==> config.mk <==
export PLATFORM = sky130hd
export DESIGN_NAME = key_matrix_scan
export DESIGN_NICKNAME = d
export VERILOG_FILES = /design/src/rtl/key_scan_pkg.sv /design/src/rtl/key_event_fifo.sv /design/src/rtl/key_matrix_scan.sv
export SDC_FILE = /design/constraint.sdc
export NUM_CORES = 1
export LEC_CHECK = 0
export CORE_UTILIZATION = 60
export CTS_BUF_LIST = sky130_fd_sc_hd__clkbuf_16
export CTS_CLUSTER_SIZE = 40
export DETAILED_ROUTE_END_ITERATION = 12
export PLACE_DENSITY = 0.81
export SLEW_MARGIN = 40
export SYNTH_ARGS = -nofsm -noshare
export SYNTH_HDL_FRONTEND = slang
export SYNTH_SLANG_ARGS = --single-unit
==> constraint.sdc <==
create_clock -name clk -period 4.05 [get_ports clk]
set_input_delay 0.81 -clock clk [delete_from_list [all_inputs] [get_ports clk]]
set_output_delay 0.81 -clock clk [all_outputs]
set_load 0.1 [all_outputs]
==> src/rtl/key_scan_pkg.sv <==
// key_scan_pkg: shared constants, event type and helpers for the key matrix scanner.
package key_scan_pkg;

  localparam int unsigned NUM_COLS   = 6;
  localparam int unsigned NUM_ROWS   = 4;
  localparam int unsigned KEY_CODE_W = 5;
  localparam int unsigned NUM_KEYS   = NUM_COLS * NUM_ROWS;

  // Column drive for index 0; later columns are this value shifted right by the index.
  localparam logic [NUM_COLS-1:0] COL_FIRST = 6'b100000;

  typedef struct packed {
    logic                  press;
    logic [KEY_CODE_W-1:0] code;
  } key_event_t;

  typedef enum logic {
    EM_IDLE,
    EM_EMIT
  } emit_state_t;

  // Key index = col*4 + row, formed by concatenation since NUM_ROWS is 4.
  function automatic logic [KEY_CODE_W-1:0] key_index(input logic [2:0] col,
                                                      input logic [1:0] row);
    return {col, row};
  endfunction

endpackage

==> src/rtl/key_event_fifo.sv <==
// key_event_fifo: key event queue with valid/ack handshake and overflow pulse.
// Depth is 4 when KEY_SCAN_FIFO_EN is defined, otherwise a single holding register.
module key_event_fifo
  import key_scan_pkg::*;
(
  input  logic                  clk,
  input  logic                  rst_n,
  input  logic                  push,
  input  logic                  push_press,
  input  logic [KEY_CODE_W-1:0] push_code,
  input  logic                  ack,
  output logic                  valid,
  output logic                  head_press,
  output logic [KEY_CODE_W-1:0] head_code,
  output logic                  overflow
);

`ifdef KEY_SCAN_FIFO_EN
  localparam int unsigned DEPTH = 4;
`else
  localparam int unsigned DEPTH = 1;
`endif
  localparam int unsigned CW = $clog2(DEPTH + 1);
  localparam int unsigned IW = (DEPTH > 1) ? $clog2(DEPTH) : 1;

  key_event_t    mem [DEPTH];
  logic [CW-1:0] count;
  logic          do_pop;
  logic          do_push;
  logic [IW-1:0] wr_idx;

  // Handshake decode: a pop in the same cycle frees a slot for the incoming event.
  always_comb begin
    valid      = (count != '0);
    head_press = mem[0].press;
    head_code  = mem[0].code;
    do_pop     = valid & ack;
    do_push    = push & ((count != CW'(DEPTH)) | do_pop);
    wr_idx     = IW'(count - CW'(do_pop));
  end

  // Shift-register queue: head always in mem[0]; the write lands after the shift.
  always_ff @(posedge clk or negedge rst_n) begin
    if (!rst_n) begin
      count    <= '0;
      overflow <= 1'b0;
      for (int unsigned i = 0; i < DEPTH; i++) mem[IW'(i)] <= '0;
    end else begin
      if (do_pop) begin
        for (int unsigned i = 0; i + 1 < DEPTH; i++) mem[IW'(i)] <= mem[IW'(i + 1)];
      end
      if (do_push) mem[wr_idx] <= '{press: push_press, code: push_code};
      count    <= count + CW'(do_push) - CW'(do_pop);
      overflow <= push & ~do_push;
    end
  end

endmodule

==> src/rtl/key_matrix_scan.sv <==
// key_matrix_scan: 6x4 key matrix scanner with per-key debounce integrators and an
// event queue. Queue depth selected by KEY_SCAN_FIFO_EN (defined: 4, else 1).
module key_matrix_scan
  import key_scan_pkg::*;
#(
  parameter int unsigned SCAN_DIV = 1000,
  parameter int unsigned DB_MAX   = 3
) (
  input  logic                  clk,
  input  logic                  rst_n,
  input  logic [NUM_ROWS-1:0]   rows,
  output logic [NUM_COLS-1:0]   column,
  output logic                  key_valid,
  output logic [KEY_CODE_W-1:0] key_code,
  output logic                  key_press,
  input  logic                  key_ack,
  output logic                  overflow,
  output logic                  any_key
);

  localparam logic [15:0] DWELL_LAST = 16'(SCAN_DIV - 1);
  localparam logic [2:0]  DB_TOP     = 3'(DB_MAX);
  localparam logic [2:0]  LAST_COL   = 3'(NUM_COLS - 1);

  logic [NUM_ROWS-1:0] rows_s1;
  logic [NUM_ROWS-1:0] rows_s2;
  logic [15:0]         dwell;
  logic [2:0]          col_idx;
  logic                tick;

  logic [2:0]          integ [NUM_KEYS];
  logic [NUM_KEYS-1:0] db_state;

  logic [2:0]          integ_cur [NUM_ROWS];
  logic [2:0]          integ_nxt [NUM_ROWS];
  logic [NUM_ROWS-1:0] st_cur;
  logic [NUM_ROWS-1:0] chg_nxt;
  logic [NUM_ROWS-1:0] press_nxt;

  logic [NUM_ROWS-1:0] pend_chg;
  logic [NUM_ROWS-1:0] pend_press;
  logic [2:0]          pend_col;

  emit_state_t         em_state;
  emit_state_t         em_state_nxt;
  logic [1:0]          emit_row;
  logic                push;
  key_event_t          push_ev;

  // Two-flop synchronizer for the asynchronous return lines.
  always_ff @(posedge clk or negedge rst_n) begin
    if (!rst_n) begin
      rows_s1 <= '0;
      rows_s2 <= '0;
    end else begin
      rows_s1 <= rows;
      rows_s2 <= rows_s1;
    end
  end

  // Sample cycle is the terminal count of the dwell counter.
  always_comb begin
    tick   = (dwell == DWELL_LAST);
    column = COL_FIRST >> col_idx;
  end

  // Dwell counter and column index.
  always_ff @(posedge clk or negedge rst_n) begin
    if (!rst_n) begin
      dwell   <= '0;
      col_idx <= '0;
    end else if (tick) begin
      dwell   <= '0;
      col_idx <= (col_idx == LAST_COL) ? '0 : col_idx + 3'd1;
    end else begin
      dwell <= dwell + 16'd1;
    end
  end

  // Saturating integrator step and debounced-state change detection for the current column.
  always_comb begin
    for (int unsigned r = 0; r < NUM_ROWS; r++) begin
      integ_cur[r] = integ[key_index(col_idx, 2'(r))];
      st_cur[r]    = db_state[key_index(col_idx, 2'(r))];
      if (rows_s2[r]) integ_nxt[r] = (integ_cur[r] == DB_TOP) ? integ_cur[r] : integ_cur[r] + 3'd1;
      else            integ_nxt[r] = (integ_cur[r] == 3'd0)   ? 3'd0        : integ_cur[r] - 3'd1;
      press_nxt[r] = ~st_cur[r] & (integ_nxt[r] == DB_TOP);
      chg_nxt[r]   = press_nxt[r] | (st_cur[r] & (integ_nxt[r] == 3'd0));
    end
  end

  // Key state update at the sample cycle; changes latched for emission over the next four cycles.
  always_ff @(posedge clk or negedge rst_n) begin
    if (!rst_n) begin
      for (int unsigned k = 0; k < NUM_KEYS; k++) integ[5'(k)] <= '0;
      db_state   <= '0;
      pend_chg   <= '0;
      pend_press <= '0;
      pend_col   <= '0;
    end else if (tick) begin
      for (int unsigned r = 0; r < NUM_ROWS; r++) begin
        integ[key_index(col_idx, 2'(r))] <= integ_nxt[r];
        if (chg_nxt[r]) db_state[key_index(col_idx, 2'(r))] <= press_nxt[r];
      end
      pend_chg   <= chg_nxt;
      pend_press <= press_nxt;
      pend_col   <= col_idx;
    end
  end

  // Emission FSM state register and row slot counter.
  always_ff @(posedge clk or negedge rst_n) begin
    if (!rst_n) begin
      em_state <= EM_IDLE;
      emit_row <= '0;
    end else begin
      em_state <= em_state_nxt;
      if (tick)                     emit_row <= '0;
      else if (em_state == EM_EMIT) emit_row <= emit_row + 2'd1;
    end
  end

  // One row slot per clock; rows without a change still consume their slot.
  always_comb begin
    em_state_nxt = em_state;
    push         = 1'b0;
    push_ev      = '{press: pend_press[emit_row], code: key_index(pend_col, emit_row)};
    case (em_state)
      EM_IDLE: if (tick) em_state_nxt = EM_EMIT;
      EM_EMIT: begin
        push = pend_chg[emit_row];
        if (emit_row == 2'd3) em_state_nxt = EM_IDLE;
      end
      default: em_state_nxt = EM_IDLE;
    endcase
  end

  // any_key reflects debounced state only.
  always_comb begin
    any_key = |db_state;
  end

  key_event_fifo u_fifo (
    .clk        (clk),
    .rst_n      (rst_n),
    .push       (push),
    .push_press (push_ev.press),
    .push_code  (push_ev.code),
    .ack        (key_ack),
    .valid      (key_valid),
    .head_press (key_press),
    .head_code  (key_code),
    .overflow   (overflow)
  );

endmodule

# Word level (Yosys, flattened, before mapping)

Cells that the tools add are included.

Bits in registers: 145
Output and inout bits: 15
Word-level logic and storage cells: 206

Add/sub/neg operators: 14
$lt $le $gt $ge: 19
Eq/ne operators: 11
Shifts and indexed selects: 1
Mux-type cells: 77
Bitwise operators: 27
Reduce and logical (&&, ||, !) cells: 19

Operators with widths:

| kind                                                               | count |
|---|---|
| bitwise mux 72 bit                                                 | 4 |
| two-way mux 24 bit                                                 | 7 |
| bitwise mux 24 bit                                                 | 4 |
| two-way mux 3 bit                                                  | 25 |
| binary-select mux 3 bit (select 5 bit)                             | 4 |
| demux 3 bit (select 5 bit)                                         | 4 |
| equality test 3 x 2 -> 1 bit (second input constant)               | 8 |
| greater-or-equal comparator 6 bit (second input constant)          | 4 |
| logical NOT 3 bit                                                  | 8 |
| less-than comparator 5 x 6 -> 1 bit (second input constant)        | 4 |
| less-than comparator 6 x 1 -> 1 bit (second input constant)        | 4 |
| inverter 5 -> 6 bit                                                | 4 |
| OR reduction 24 bit                                                | 1 |
| greater-or-equal comparator 5 x 1 -> 1 bit (second input constant) | 4 |
| adder 16 x 1 -> 16 bit (second input constant)                     | 1 |
| equality test 16 x 10 -> 1 bit (second input constant)             | 1 |
| two-way mux 16 bit                                                 | 1 |
| adder 3 x 1 -> 3 bit (second input constant)                       | 5 |
| two-way mux 1 bit                                                  | 13 |
| binary-select mux 1 bit (select 3 bit)                             | 4 |
| demux 1 bit (select 3 bit)                                         | 4 |
| subtractor 3 x 1 -> 3 bit (second input constant)                  | 4 |
| AND 1 bit                                                          | 11 |
| logical AND 1 bit                                                  | 9 |
| other kinds (17)                                                   | 30 |

# Logic depth before layout (Yosys ltp)

Depth after elaboration: 20
Depth in mapped cells: 14
Mapped depth without buffers: 10

# By module

From an unflattened synthesis, not the netlist that was laid out.

Cell total of the unflattened synthesis: 738
Area, all modules: 7,278.2 µm²

Modules (own cells, without submodules):

| module          | instances | cells an instance | area an instance (µm²) |
|---|---|---|---|
| key_matrix_scan | 1         | 719               | 6,951.7 |
| key_event_fifo  | 1         | 19                | 326.6 |

# Least setup slack after synthesis

OpenSTA, ideal clock, no wires.

Path type: register to register
Start: reg col_idx[0]
End: reg pend_chg[1]
Data arrival time: 3,460 ps
Path slack: 503 ps
Stages on the path, launching flop included: 13
Buffers on the path: 4
Period minus slack after synthesis: 3,547 ps
Path through: dfrtp_1 > buf_6 > buf_8 > buf_6 > buf_6 > mux2_1 > a222oi_1 > ha_1 > nor2_1 > o41ai_1 > o31ai_2 > or3_1 > o211ai_1

Longest elaborated chain between the ends: 10
Elaborated cells on any way between the ends: 19

RTL lines:

| element                                                           | RTL line                                     | RTL |
|---|---|---|
| start, declared                                                   | key_matrix_scan.sv:28                        | `logic [2:0] col_idx;` |
| start signal, assigned                                            | key_matrix_scan.sv:74                        | `col_idx <= (col_idx == LAST_COL) ? '0 : col_idx + 3'd1;` |
| inverter 5 -> 6 bit (not written as such)                         | key_matrix_scan.sv:83                        | `integ_cur[r] = integ[key_index(col_idx, 2'(r))];` |
| binary-select mux 3 bit (select 5 bit)                            | key_matrix_scan.sv:83                        |  |
| two-way mux 3 bit (not written as such) (2 in series)             | key_matrix_scan.sv:83                        |  |
| subtractor 3 x 1 -> 3 bit (tied with other cells)                 | key_matrix_scan.sv:86                        | `else integ_nxt[r] = (integ_cur[r] == 3'd0) ? 3'd0 : integ_cur[r] - 3'd1;` |
| two-way mux 3 bit, on equally long branches                       | key_matrix_scan.sv:86, key_matrix_scan.sv:85 |  |
| two-way mux 3 bit                                                 | key_matrix_scan.sv:85                        | `if (rows_s2[r]) integ_nxt[r] = (integ_cur[r] == DB_TOP) ? integ_cur[r] : integ_cur[r] + 3'd1;` |
| equality test 3 x 2 -> 1 bit or logical NOT 3 bit (tied branches) | key_matrix_scan.sv:87, key_matrix_scan.sv:88 |  |
| AND 1 bit, on equally long branches                               | key_matrix_scan.sv:87, key_matrix_scan.sv:88 |  |
| OR 1 bit (*)                                                      | key_matrix_scan.sv:88                        | `chg_nxt[r] = press_nxt[r] \| (st_cur[r] & (integ_nxt[r] == 3'd0));` |
| end signal, assigned                                              | key_matrix_scan.sv:105                       | `pend_chg <= chg_nxt;` |
| end, declared                                                     | key_matrix_scan.sv:40                        | `logic [NUM_ROWS-1:0] pend_chg;` |

Mark *: on every way between the ends. The rest lies on a longest branch, timed or not. The select of a mux whose other input is x is not followed.
A chain may end at the register's enable or synchronous reset.

# Worst setup path in the final report

Start: reg col_idx[0]
End: reg db_state[22]

Longest elaborated chain between the ends: 20
Elaborated cells on any way between the ends: 92

RTL lines:

| element                                                           | RTL line                                     | RTL |
|---|---|---|
| inverter 5 -> 6 bit (not written as such)                         | key_matrix_scan.sv:83                        |  |
| binary-select mux 3 bit (select 5 bit)                            | key_matrix_scan.sv:83                        |  |
| two-way mux 3 bit (not written as such) (2 in series)             | key_matrix_scan.sv:83                        |  |
| subtractor 3 x 1 -> 3 bit (tied with other cells)                 | key_matrix_scan.sv:86                        |  |
| two-way mux 3 bit, on equally long branches                       | key_matrix_scan.sv:86, key_matrix_scan.sv:85 |  |
| two-way mux 3 bit                                                 | key_matrix_scan.sv:85                        |  |
| equality test 3 x 2 -> 1 bit or logical NOT 3 bit (tied branches) | key_matrix_scan.sv:87, key_matrix_scan.sv:88 |  |
| AND 1 bit, on equally long branches                               | key_matrix_scan.sv:87, key_matrix_scan.sv:88 |  |
| (+3 left out)                                                     | --                                           |  |
| bitwise mux 24 bit                                                | key_matrix_scan.sv:103                       | `if (chg_nxt[r]) db_state[key_index(col_idx, 2'(r))] <= press_nxt[r];` |
| two-way mux 24 bit                                                | key_matrix_scan.sv:103                       |  |
| two-way mux 24 bit                                                | key_matrix_scan.sv:100                       | `end else if (tick) begin` |
| bitwise mux 24 bit                                                | key_matrix_scan.sv:103                       |  |
| two-way mux 24 bit                                                | key_matrix_scan.sv:103                       |  |
| two-way mux 24 bit                                                | key_matrix_scan.sv:100                       |  |
| bitwise mux 24 bit                                                | key_matrix_scan.sv:103                       |  |
| two-way mux 24 bit (*)                                            | key_matrix_scan.sv:103                       |  |
| end signal, assigned by index                                     | key_matrix_scan.sv:103                       |  |
| end, declared                                                     | key_matrix_scan.sv:32                        | `logic [NUM_KEYS-1:0] db_state;` |

Marked as above.

==> metrics.txt <==
# TYPE chip_impl_metric gauge
chip_impl_metric{name="detail_route.drc_violations",unit=""} 5
chip_impl_metric{name="max-clock-path-buffers",unit=""} 2
chip_impl_metric{name="grt_overflow",unit=""} 0
chip_impl_metric{name="critPathArrivalTime",unit="ns"} 4.18
chip_impl_info{name="timing.critical_path.to_type",value="flop"} 1
chip_impl_metric{name="syn-mean-instance-area",unit="sq um"} 10.3
chip_impl_metric{name="detail_route.iter0.violations",unit=""} 545
chip_impl_metric{name="post_drt_wl_per_cell",unit="um"} 20.2
chip_impl_metric{name="largest_net_degree_at_the_start_of_global_routing",unit=""} 90
chip_impl_info{name="final_cell_mix",value="sky130_fd_sc_hd__dfrtp_1 (144), sky130_fd_sc_hd__nand2_1 (119), sky130_fd_sc_hd__o21ai_0 (80)"} 1
chip_impl_metric{name="ys.warnings.count",unit=""} 0
chip_impl_metric{name="rows",unit=""} 39
chip_impl_metric{name="h_tree_levels",unit=""} 4
chip_impl_metric{name="max_clock_freq",unit="GHz"} 0.261
chip_impl_metric{name="post_synthesis_instance_area",unit="sq um"} 7210
chip_impl_metric{name="critical-path-max-stage-delay",unit="ns"} 0.72
chip_impl_info{name="run_status",value="finished with violations"} 1
chip_impl_metric{name="post-route-min-period",unit="ns"} 3.84
chip_impl_metric{name="ir_drop",unit="mV"} 0.374
chip_impl_metric{name="p_leak",unit="nW"} 3.65
chip_impl_metric{name="timing_worst_slew_pin_value",unit="ns"} 0.866
chip_impl_metric{name="placement.io_buffers",unit=""} 21
chip_impl_metric{name="synthCells",unit=""} 701
chip_impl_metric{name="final-hold-violation-count",unit=""} 0
chip_impl_metric{name="dpl.hpwl",unit="um"} 11600
chip_impl_metric{name="antenna_left",unit=""} 0
chip_impl_metric{name="placement.cell_area",unit="sq um"} 7570
chip_impl_metric{name="core_area",unit="sq um"} 11600
chip_impl_metric{name="setup_tns",unit="ns"} 0
chip_impl_metric{name="dr_total_vias",unit=""} 5701
chip_impl_metric{name="design.die.area",unit="sq um"} 12500
chip_impl_metric{name="postSynthNetCount",unit=""} 724
chip_impl_metric{name="preCtsSetupSlack",unit="ns"} 0.187
chip_impl_metric{name="post_cts_buffers",unit=""} 0
chip_impl_info{name="cts_tree",value="yes"} 1
chip_impl_metric{name="setup_viol",unit=""} 0
chip_impl_metric{name="worstPathMaxFanout",unit=""} 24
chip_impl_info{name="violations",value="DRC"} 1
chip_impl_metric{name="drt_wl_total",unit="um"} 17800
chip_impl_metric{name="area.growth.synth_to_final",unit="%"} 13.3
chip_impl_metric{name="postSynthRegisterBits",unit=""} 145
chip_impl_metric{name="filler_cell_count",unit=""} 784
chip_impl_metric{name="finish.instance_area",unit="sq um"} 8180
chip_impl_metric{name="gpl.final_weighted_congestion",unit=""} 0.893
chip_impl_info{name="setup_repair_after_global_routing_missed_its_margin",value="no"} 1
chip_impl_info{name="ys_top_cells_by_area",value="sky130_fd_sc_hd__dfrtp_1 (50%), sky130_fd_sc_hd__nand2_1 (6.2%), sky130_fd_sc_hd__o21ai_0 (5.5%)"} 1
chip_impl_info{name="layout.cells.most_common",value="sky130_fd_sc_hd__dfrtp_1"} 1
chip_impl_metric{name="layout_worst_path_cycle_share",unit=""} 0.947
chip_impl_metric{name="clkLatencyLatePin",unit="ns"} 0.42
chip_impl_metric{name="fin_util",unit=""} 0.707
chip_impl_metric{name="power.density",unit="nW/um^2"} 378
chip_impl_metric{name="numClockSinks",unit=""} 145
chip_impl_metric{name="synth.yosys.seq_area_share",unit=""} 0.503
chip_impl_metric{name="tritoncts.num_buffers",unit=""} 17
chip_impl_metric{name="number_of_nets_at_the_end_of_the_flow",unit=""} 751
chip_impl_metric{name="synthDistinctLibCells",unit=""} 54
chip_impl_metric{name="timing.max_cap.violations",unit=""} 0
chip_impl_metric{name="grt_first_pass_wirelength",unit="um"} 29700
chip_impl_metric{name="grt_pass1_vias",unit=""} 5905
chip_impl_info{name="clock_tree.root_cell",value="sky130_fd_sc_hd__clkbuf_16"} 1
chip_impl_metric{name="route.detailed.vias_per_inst",unit=""} 6.45
chip_impl_metric{name="postSynth.asyncResetShare",unit=""} 1.00
chip_impl_info{name="crit_path_cell_trace",value="mux2_4 -> a222oi_1 -> clkbuf_2 -> inv_1 -> ha_1 -> nor2b_1 -> nand2_1 -> o41a_1 -> o211a_1 -> or4b_1 -> o22ai_2"} 1
chip_impl_metric{name="drt-pass1-iter-count",unit=""} 10
chip_impl_metric{name="floorplan.die.width",unit="um"} 112
chip_impl_info{name="startpoint_type",value="flop"} 1
chip_impl_info{name="min-delay-path-class",value="reg2reg"} 1
chip_impl_info{name="synth-main-ff-cell",value="sky130_fd_sc_hd__dfrtp_1"} 1
chip_impl_metric{name="die_y",unit="um"} 112
chip_impl_info{name="post-synth-top-area-cell",value="sky130_fd_sc_hd__dfrtp_1"} 1
chip_impl_metric{name="synth-edff-count",unit=""} 0
chip_impl_metric{name="initial_utilization",unit=""} 0.624
chip_impl_metric{name="ioPinCount",unit=""} 22
chip_impl_info{name="crit_path_top_delay_cell",value="sky130_fd_sc_hd__or4b_1"} 1
chip_impl_metric{name="gr-usage-all-layers",unit=""} 0.308
chip_impl_metric{name="ff2ff_setup_slack",unit="ns"} 0.21
chip_impl_metric{name="final.setup.worst_slack",unit="ns"} 0.213
chip_impl_metric{name="antenna_cells",unit=""} 0
chip_impl_metric{name="layout_cell_share_with_drive_strength_beyond_1",unit=""} 0.173
chip_impl_info{name="timing_worst_setup_path_type",value="reg2reg"} 1
chip_impl_metric{name="grt_antenna_before_repair",unit=""} 0
chip_impl_metric{name="clk_pin_slew",unit="ns"} 0.06
chip_impl_metric{name="clock_skew",unit="ns"} 0.00609
chip_impl_metric{name="netlist.area_leader.share",unit=""} 0.503
chip_impl_metric{name="drv_slew",unit=""} 0
chip_impl_metric{name="relSlewSlack",unit=""} 0.421
chip_impl_metric{name="critPathRequiredTime",unit="ns"} 4.39
==> state kept, by name, summed over array words and instances, names as in the netlist, 3 cells and up <==
register and flops:
integ 72, db_state 24, dwell 16, u_fifo.head_code 5, pend_chg 4, pend_press 4
rows_s1 4, rows_s2 4, col_idx 3, pend_col 3
==> cell usage after synthesis (all sizes together) (2+ instances only) <==
| cell | count |
|---|---|
| dfrtp | 145 |
| nand2 | 120 |
| o21ai | 92 |
| nor2 | 35 |
| clkbuf | 31 |
| mux2 | 30 |
| inv | 26 |
| o41ai | 20 |
| mux2i | 18 |
| ha | 16 |
| nor4 | 15 |
| o22ai | 14 |
| nand4 | 13 |
| nor2b | 13 |
| buf | 9 |
| a222oi | 8 |
| xnor2 | 8 |
| xor2 | 8 |
| nand3 | 7 |
| o31a | 7 |
| mux4 | 6 |
| nand2b | 6 |
| o21a | 6 |
| o2bb2ai | 6 |
| or2 | 5 |
| or3 | 5 |
| o211ai | 4 |
| o31ai | 4 |
| and3 | 3 |
| o41a | 3 |
| a311o | 2 |
| a311oi | 2 |
| and2 | 2 |
| or4b | 2 |
==> path summary, 6_finish.rpt <==
kind,startpoint,to,cells past startpoint
max reg2reg,col_idx[0],db_state[22],11
min,rows_s1[1],rows_s2[1],0
max in group asynchronous,rst_n,rows_s2[0],2
min reg2reg,rows_s1[1],rows_s2[1],0
min in group asynchronous,rst_n,rows_s1[3],1
max,col_idx[0],db_state[22],11
==> kinds of logic after synthesis <==
kind of cell             synth area share
AO/OA/AOI/OAI                       0.163
buffers and inverters              0.0404
flip-flops                          0.503
AND/OR/NAND/NOR                     0.154
adder cells (fa/ha/maj)            0.0277
XOR/XNOR                           0.0194
multiplexers                       0.0926
==> metal layers <==
layer  wire length [um]  vias up  GRT usage
met2               8620      260      0.494
li1                   -     2580          -
met1               7140     2792      0.381
met3               1350       69     0.0806
met4                723        0      0.168
met5                  0        -          0
==> worst max-delay path: cells and delay by family, from the launching register on <==
| kind | cells | cell delay (ns) |
|---|---|---|
| AOI/OAI and AO/OA | 4 | 1.23 |
| muxes | 1 | 0.34 |
| adders and majority gates | 1 | 0.23 |
| and+or+nand+nor | 3 | 1.00 |
| buffers and inverters | 2 | 0.31 |
| DFF | 1 | 0.64 |
==> layout make-up <==
cell class / count / area, sq um / area share
clock inverter: 15 / 168 / 0.0205
multi-input combinational: 490 / 3320 / 0.407
inverter: 26 / 97.6 / 0.0119
sequential: 145 / 3630 / 0.444
tap: 143 / 179 / 0.0219
clock buffer: 17 / 425 / 0.0520
timing repair buffer: 48 / 350 / 0.0428
==> repair_timing <==
item,in CTS,in global routing
hold buffers,0,0
gates resized for setup,0,1
endpoints found under the setup margin,0,21
==> power by group <==
part / switching [W] / leakage [nW] / internal [W]
combinational: 0.0000399 / 1.38 / 0.0000122
clock: 0.000617 / 0.282 / 0.000963
sequential: 0.00000414 / 1.99 / 0.00145
==> per-stage QoR <==
stage | hold WS (ns) | cells | power, W
final | 0.350 | 884 | 0.00309
after global routing | 0.365 | 884 | 0.00317
after CTS | 0.353 | 883 | 0.00310
after detailed placement | 0.340 | 851 | 0.00154
after global placement | 0.338 | 850 | 0.00153
after floorplan | 0.331 | 701 | 0.00150
(Power assumes the default switching activity.)
